## config.mk

```make
export PLATFORM = sky130hd
export DESIGN_NAME = rocket_scheduler
export DESIGN_NICKNAME = d
export VERILOG_FILES = /design/src/rtl/rocket_scheduler.sv
export SDC_FILE = /design/constraint.sdc
export NUM_CORES = 1
export LEC_CHECK = 0
export CAP_MARGIN = 20
export CORE_UTILIZATION = 45
export DETAILED_ROUTE_END_ITERATION = 10
export DONT_BUFFER_PORTS = 1
export GPL_ROUTABILITY_DRIVEN = 0
export RECOVER_POWER = 25
export SYNTH_ARGS = -nofsm -noshare
export SYNTH_HDL_FRONTEND = slang
export SYNTH_SLANG_ARGS = --single-unit
```

## constraint.sdc

```tcl
create_clock -name clk -period 3.4 [get_ports clk]
set_clock_uncertainty 0.05 [all_clocks]
set_input_delay 1.02 -clock clk [delete_from_list [all_inputs] [get_ports clk]]
set_output_delay 1.02 -clock clk [all_outputs]
set_load 0.02 [all_outputs]
```

## src/rtl/rocket_scheduler.sv

```systemverilog
// Per-frame launch scheduler for the player and alien rocket slots.
// It runs one short IDLE -> P_CHECK -> A_CHECK pass per frame and emits one-hot launch pulses with the launch X.
module rocket_scheduler #(
  parameter int         NUM_SLOTS  = 3,
  parameter int         P_COOLDOWN = 8,
  parameter int         A_PERIOD   = 30,
  parameter int         NUM_COLS   = 10,
  parameter logic [7:0] LFSR_SEED  = 8'hA5
) (
  input  logic                 clk,
  input  logic                 resetN,
  input  logic                 startOfFrame,
  input  logic                 game_enable,
  input  logic                 fire_btn,
  input  logic [10:0]          player_x,
  input  logic [10:0]          alien_x,
  input  logic [NUM_SLOTS-1:0] p_done,
  input  logic [NUM_SLOTS-1:0] a_done,
  output logic [3:0]           alien_pick,
  output logic [NUM_SLOTS-1:0] p_launch,
  output logic [NUM_SLOTS-1:0] a_launch,
  output logic [10:0]          launch_x,
  output logic [NUM_SLOTS-1:0] p_active,
  output logic [NUM_SLOTS-1:0] a_active
);

  localparam int         CD_W = $clog2(P_COOLDOWN + 1);
  localparam int         TM_W = (A_PERIOD > 1) ? $clog2(A_PERIOD) : 1;
  localparam logic [3:0] COLS = 4'(NUM_COLS);

  typedef enum logic [1:0] {IDLE, P_CHECK, A_CHECK} state_t;

  state_t               state_q, state_d;
  logic                 pending_q, pending_d;
  logic                 fire_prev_q;
  logic [CD_W-1:0]      cooldown_q, cooldown_d;
  logic [TM_W-1:0]      timer_q, timer_d;
  logic [7:0]           lfsr_q, lfsr_d;
  logic [3:0]           pick_q, pick_d;
  logic [NUM_SLOTS-1:0] p_active_q, p_active_d;
  logic [NUM_SLOTS-1:0] a_active_q, a_active_d;
  logic [NUM_SLOTS-1:0] p_launch_q, p_launch_d;
  logic [NUM_SLOTS-1:0] a_launch_q, a_launch_d;
  logic [10:0]          launch_x_q, launch_x_d;

  logic                 fire_edge;
  logic [NUM_SLOTS-1:0] p_pick_slot;
  logic [NUM_SLOTS-1:0] a_pick_slot;
  logic [3:0]           lfsr_low;
  logic [3:0]           pick_calc;

  // Isolates the lowest zero bit: invert, then keep the lowest set bit.
  function automatic logic [NUM_SLOTS-1:0] lowest_free(input logic [NUM_SLOTS-1:0] act);
    logic [NUM_SLOTS-1:0] free;
    free = ~act;
    return free & (~free + NUM_SLOTS'(1));
  endfunction

  assign fire_edge   = fire_btn & ~fire_prev_q;
  assign p_pick_slot = lowest_free(p_active_q);
  assign a_pick_slot = lowest_free(a_active_q);
  assign lfsr_low    = lfsr_q[3:0];
  assign pick_calc   = (lfsr_low >= COLS) ? (lfsr_low - COLS) : lfsr_low;

  always_comb begin
    state_d    = state_q;
    pending_d  = pending_q | fire_edge;
    cooldown_d = cooldown_q;
    timer_d    = timer_q;
    lfsr_d     = lfsr_q;
    pick_d     = pick_q;
    p_active_d = p_active_q & ~p_done;
    a_active_d = a_active_q & ~a_done;
    p_launch_d = '0;
    a_launch_d = '0;
    launch_x_d = launch_x_q;

    case (state_q)
      IDLE: begin
        if (startOfFrame) begin
          state_d = P_CHECK;
          if (cooldown_q != '0) cooldown_d = cooldown_q - CD_W'(1);
        end
      end
      P_CHECK: begin
        state_d = A_CHECK;
        // Shooter column is chosen one cycle ahead so alien_x has settled by A_CHECK.
        pick_d  = pick_calc;
        if (pending_q && (cooldown_q == '0) && (p_pick_slot != '0)) begin
          p_launch_d = p_pick_slot;
          p_active_d = (p_active_q & ~p_done) | p_pick_slot;
          launch_x_d = player_x;
          cooldown_d = CD_W'(P_COOLDOWN);
          pending_d  = 1'b0;
        end
      end
      A_CHECK: begin
        state_d = IDLE;
        lfsr_d  = {lfsr_q[6:0], lfsr_q[7] ^ lfsr_q[5] ^ lfsr_q[4] ^ lfsr_q[3]};
        if (timer_q == '0) begin
          // The attempt is consumed even when every alien slot is busy.
          timer_d = TM_W'(A_PERIOD - 1);
          if (a_pick_slot != '0) begin
            a_launch_d = a_pick_slot;
            a_active_d = (a_active_q & ~a_done) | a_pick_slot;
            launch_x_d = alien_x;
          end
        end else begin
          timer_d = timer_q - TM_W'(1);
        end
      end
      default: state_d = IDLE;
    endcase

    if (!game_enable) begin
      state_d    = IDLE;
      pending_d  = 1'b0;
      cooldown_d = '0;
      timer_d    = TM_W'(A_PERIOD - 1);
      p_active_d = '0;
      a_active_d = '0;
      p_launch_d = '0;
      a_launch_d = '0;
    end
  end

  always_ff @(posedge clk or negedge resetN) begin
    if (!resetN) begin
      state_q     <= IDLE;
      pending_q   <= 1'b0;
      fire_prev_q <= 1'b0;
      cooldown_q  <= '0;
      timer_q     <= TM_W'(A_PERIOD - 1);
      lfsr_q      <= LFSR_SEED;
      pick_q      <= '0;
      p_active_q  <= '0;
      a_active_q  <= '0;
      p_launch_q  <= '0;
      a_launch_q  <= '0;
      launch_x_q  <= '0;
    end else begin
      state_q     <= state_d;
      pending_q   <= pending_d;
      fire_prev_q <= fire_btn;
      cooldown_q  <= cooldown_d;
      timer_q     <= timer_d;
      lfsr_q      <= lfsr_d;
      pick_q      <= pick_d;
      p_active_q  <= p_active_d;
      a_active_q  <= a_active_d;
      p_launch_q  <= p_launch_d;
      a_launch_q  <= a_launch_d;
      launch_x_q  <= launch_x_d;
    end
  end

  assign alien_pick = pick_q;
  assign p_launch   = p_launch_q;
  assign a_launch   = a_launch_q;
  assign launch_x   = launch_x_q;
  assign p_active   = p_active_q;
  assign a_active   = a_active_q;

endmodule

```

Yosys cells after proc, flatten, opt, wreduce, memory -nomap -nowiden
Cells that the tools add are included.
{ "word_totals": {"inputBits": 33, "output_inout_bits": 27, "elab_cells": 90, "reg_bits": 48} }
{ "classes": {"bitwise_logic": 18, "eq_ne": 10, "order_cmp": 1, "muxes": 33, "addsub": 5, "reduce_logical": 11} }
{ "ops": {"columns": ["op", "n"], "rows": [
  ["3-bit two-way mux", 14],
  ["11-bit two-way mux", 3],
  ["11-bit one-hot mux with 2 select lines", 1],
  ["4-bit two-way mux", 5],
  ["3-bit inverter", 6],
  ["5-bit two-way mux", 3],
  ["3-bit AND", 4],
  ["3-bit inequality test (second input constant)", 3],
  ["4-bit one-hot mux with 2 select lines", 1],
  ["4-bit AND reduction", 2],
  ["3-bit by 1-bit adder with 3-bit output (second input constant)", 2],
  ["2-bit inequality test (second input constant)", 3],
  ["3-bit bitwise OR", 2],
  ["3-bit nonzero test", 2],
  ["5-bit zero test", 1],
  ["5-bit by 1-bit subtractor with 5-bit output (second input constant)", 1],
  ["4-bit greater-or-equal comparator (second input constant)", 1],
  ["4-bit zero test", 1],
  ["2-bit two-way mux", 2],
  ["2-bit one-hot mux with 2 select lines", 1],
  ["4-bit nonzero test", 1],
  ["4-bit by 1-bit subtractor with 4-bit output (second input constant)", 1],
  ["4-bit subtractor (second input constant)", 1],
  ["1-bit two-way mux", 3],
  ["other kinds (11)", 14]
]} }

Longest topological paths before layout
{ "logic_depth": {"ltp_word": 9, "depth_mapped": 7} }

Worst setup path after synthesis
OpenSTA, ideal clock, no wires.
{ "synth_timing": {"kind": "input to register", "from": "input port startOfFrame", "to": "register cooldown_q[3]", "path_stages": 4, "path_buffers": 0, "t_required_ns": 3.214, "path_slack_ns": 1.280, "t_arrival_ns": 1.934, "setup_time_ns": 0.136, "cell_sequence": "or3b_2 > nor4_2 > mux2i_1 > a21oi_1"} }
{ "synth_via": {"elab_chain_cells": 2} }
{ "synth_lines": {"columns": ["item", "line", "source"], "rows": [
  ["start: declaration", "12", "input logic startOfFrame,"],
  ["3-bit inequality test (no line)", null, null],
  ["4-bit AND reduction (no line)", null, null],
  ["end signal: assignment", "145", "cooldown_q <= cooldown_d;"],
  ["end: declaration", "36", "logic [CD_W-1:0] cooldown_q, cooldown_d;"]
]} }
No other way between the ends.
A chain may end at the register's enable or synchronous reset.

Worst setup path in the final report
{ "layout_timing": {"from": "register timer_q[0]", "to": "register launch_x_q[0], in the netlist launch_x[0]"} }
{ "layout_via": {"elab_chain_cells": 3} }
{ "layout_lines": {"columns": ["item", "line", "source"], "rows": [
  ["start: declaration", "37", "logic [TM_W-1:0] timer_q, timer_d;"],
  ["start signal: assignment", "133", "timer_q <= TM_W'(A_PERIOD - 1);"],
  ["start signal: assignment", "146", "timer_q <= timer_d;"],
  ["5-bit zero test", "100", "if (timer_q == '0) begin"],
  ["2-bit inequality test (no line)", null, null],
  ["4-bit AND reduction (no line)", null, null],
  ["end signal: assignment", "153", "launch_x_q <= launch_x_d;"],
  ["end: declaration", "44", "logic [10:0] launch_x_q, launch_x_d;"]
]} }
No other way between the ends.

==> summary.txt <==
CTS buffer count = 5
DRT iter0 DRCs = 90
DRT Wirelength = 4230 µm
Initial antenna violation count = 1
DRT Pass-1 Iters = 4
Worst Tran Pin Value = 824 ps
Htree depth = 2
Net Sw Frac = 29.7%
GRT Residual Overflow = 0
Final slew viol count = 0
Root Driver = clkbuf_8
Post-layout nets = 251
Synth top area cells = dfrtp_1 (44%), dfstp_2 (9.2%), nand2_1 (9.2%), mux2_4 (6.6%), mux2_2 (3.5%)
Port buffer count = 0
Worst setup SP type = flip-flop
Clk pin slew, worst setup/hold paths = 80 ps
Final worst slack = 1200 ps
Syn Std Cell Area = 2270 µm²
Number of remaining DRC errors = 0
RSZ-0062 raised after global routing = no
WP data arrival = 2330 ps
Most numerous cell in the Yosys netlist = nand2_1
Fraction of registers with async set/reset = 100%
CTS tree = done
#FFs+latches synth = 48
Outcome = finished, final reports clean
Vias = 1,500
HP Class = input port to async pin
Die Wd = 73.1 µm
Primary FF master, synth = dfrtp_1
CTS sink count = 48
Initial Util = 47.5%
Vias in the first global route = 1,475
Post-synthesis mux area share = 11.4%
Die area = 5340 µm²
Register area share after synthesis = 53.2%
Net Count, Synth = 253
Req. time, crit path = 3530 ps
CP Class = flip-flop to flip-flop
Core ar. = 4790 µm²
Synth top cells by count = nand2_1 (56), dfrtp_1 (40), mux2_4 (10), nand3_1 (10), nor2_1 (10)
Tot GR Track Use = 17.1%
Post-CTS setup buffer count = 0
Worst vdd ir = 0.000223 V
Worst relative slew slack = 44.7%
Reg power frac = 59.6%
Final min period = 2200 ps
Adder-Cell Fraction of Synth Area = 1.65%
Reg-to-reg critical path startpoint = timer_q[0]
Layout cell share with drive strength beyond 1 = 18.1%
P_sw = 0.394 mW
Synth area leader = dfrtp_1
Worst hold slack = 363 ps
Unique masters post-synth = 38
Internal = 0.932 mW
Final period util = 64.7%
Synth top area share = 44.0%
Syn avg cell area = 10.5 µm²
Post-synth EDFFs = 0
Max cap viols = 0
First-pass GRT wire length = 6950 µm
Routed vias/inst = 5.28
Main combinational cell family by area after synthesis = simple AND/OR/NAND/NOR gates
Pleak = 1.13 nW
Hold_buf cts = 0
Largest net degree at the start of global routing = 49
Clk pwr share = 24.0%
Setup crit end kind = flip-flop
PD cells = 551 nW/µm²
Final Hold Vio Count = 0
Setup TNS = 0 ps
Post-synthesis compound-gate area fraction = 5.01%
HPWL Detailed = 3010 µm
XOR/XNOR share of the synthesized area = 2.31%
Fin util = 50.3%
Comb pwr share = 16.5%
Worst setup path startpoint = timer_q[0]
Average wire per cell in the routed design = 14.9 µm
FMAX = 455 MHz
Resize count post-CTS = 0
# rows = 25
Final setup fails = 0
Simple-gate share of the synthesized area = 22.7%
Post-Place Setup Slack = 1210 ps
Chip height = 73.1 µm
Mapped Cells = 217
Synthesis-to-layout area growth = 5.83%
Routed Antenna Nets = 0
Clock latency on the worst-skew pair = 290 ps
Worst Path Max Fanout = 11
Ports = 60
Synth warnings = 0
Clock Tree Buf Depth = 2
==> kinds of logic (layout without fill, tap and decap cells) <==
| kind of cell | after synthesis | in the layout |
|---|---|---|
| AND/OR/NAND/NOR | 102 | 102 |
| buffers and inverters | 20 | 19 |
| adder cells (fa/ha/maj) | 3 | 3 |
| multiplexers | 20 | 20 |
| AO/OA/AOI/OAI | 18 | 18 |
| other | 0 | 1 |
| XOR/XNOR | 6 | 6 |
| flip-flops | 48 | 48 |
==> per-layer routing <==
layer	vias up	wire length, µm	global-route usage, %	share of wire (%)
li1	720	-	-	-
met1	740	1830	21.3	43
met2	34	2130	28.0	50
met3	6	218	5.52	5.2
met4	0	57	5.88	1.3
met5	-	0	0	0
==> sequential cells by signal (all words and copies together) (netlist names), 2 cells and up <==
signal      cells
p_launch        3
a_active        3
launch_x       11
p_active        3
timer_q         5
state_q         2
lfsr_q          8
alien_pick      4
a_launch        3
cooldown_q      4
==> final cells by class <==
cell class / instances / area (µm²)
antenna: 1 / 2.50
clock buffer: 7 / 76.3
clock inverter: 1 / 5.00
fill: 438 / 2380
inverter: 9 / 33.8
multi-input combinational: 149 / 980
sequential: 48 / 1210
tap: 67 / 83.8
timing repair buffer: 2 / 15.0
==> worst max-delay path: stages (launching register included) <==
cell       delay, ps
dfstp_2          550
inv_1             50
ha_1             220
nor4b_4          160
o2bb2ai_2        640
mux2_2           410
==> metrics by stage <==
stage          area, µm²  std cells  power (mW)
2_1_floorplan       2270        217       0.980
3_3_place_gp        2320        275        1.01
3_5_place_dp        2320        275        1.02
4_1_cts             2400        283        1.35
5_1_grt             2400        283        1.40
6_report            2410        284        1.33
==> cell usage in the layout (no fill, tap or decap), types with 2 or more instances in the layout <==
cell type / synthesis / routed
nor2_1: 10 / 10
mux2_2: 7 / 7
clkbuf_1: 9 / 2
or3b_1: 2 / 2
nor3_1: 4 / 4
nand2_1: 56 / 56
dfrtp_1: 40 / 40
inv_1: 9 / 9
ha_1: 3 / 3
clkbuf_8: 0 / 5
buf_4: 0 / 2
mux2_4: 10 / 10
nand2b_1: 4 / 4
o21ai_0: 7 / 7
nand4_1: 2 / 2
nand3_1: 10 / 10
a21oi_1: 6 / 6
xnor2_1: 5 / 5
mux2i_1: 3 / 3
nand4b_1: 2 / 2
nor3b_1: 2 / 2
dfstp_2: 8 / 8
==> power groups by stage <==
stage          Clock (mW)  Combinational, mW  Sequential (mW)
6_report            0.318              0.218            0.790
2_1_floorplan           0              0.196            0.784
3_3_place_gp            0              0.207            0.799
3_5_place_dp            0              0.219            0.803
4_1_cts             0.336              0.222            0.792
5_1_grt             0.352              0.241            0.802
==> path summary, 6_finish.rpt <==
path / to / slack [ps] / cells past startpoint
worst min-delay path: a_launch[1] / 360 / 0
worst min register to register: lfsr_q[7] / 420 / 2
worst max register to register: launch_x[0] / 1200 / 5
max in group asynchronous: lfsr_q[2] / 2750 / 0
min in group clk: lfsr_q[7] / 420 / 2
worst max-delay path: launch_x[0] / 1200 / 5
Note: power is estimated with default switching activity, not from simulation.
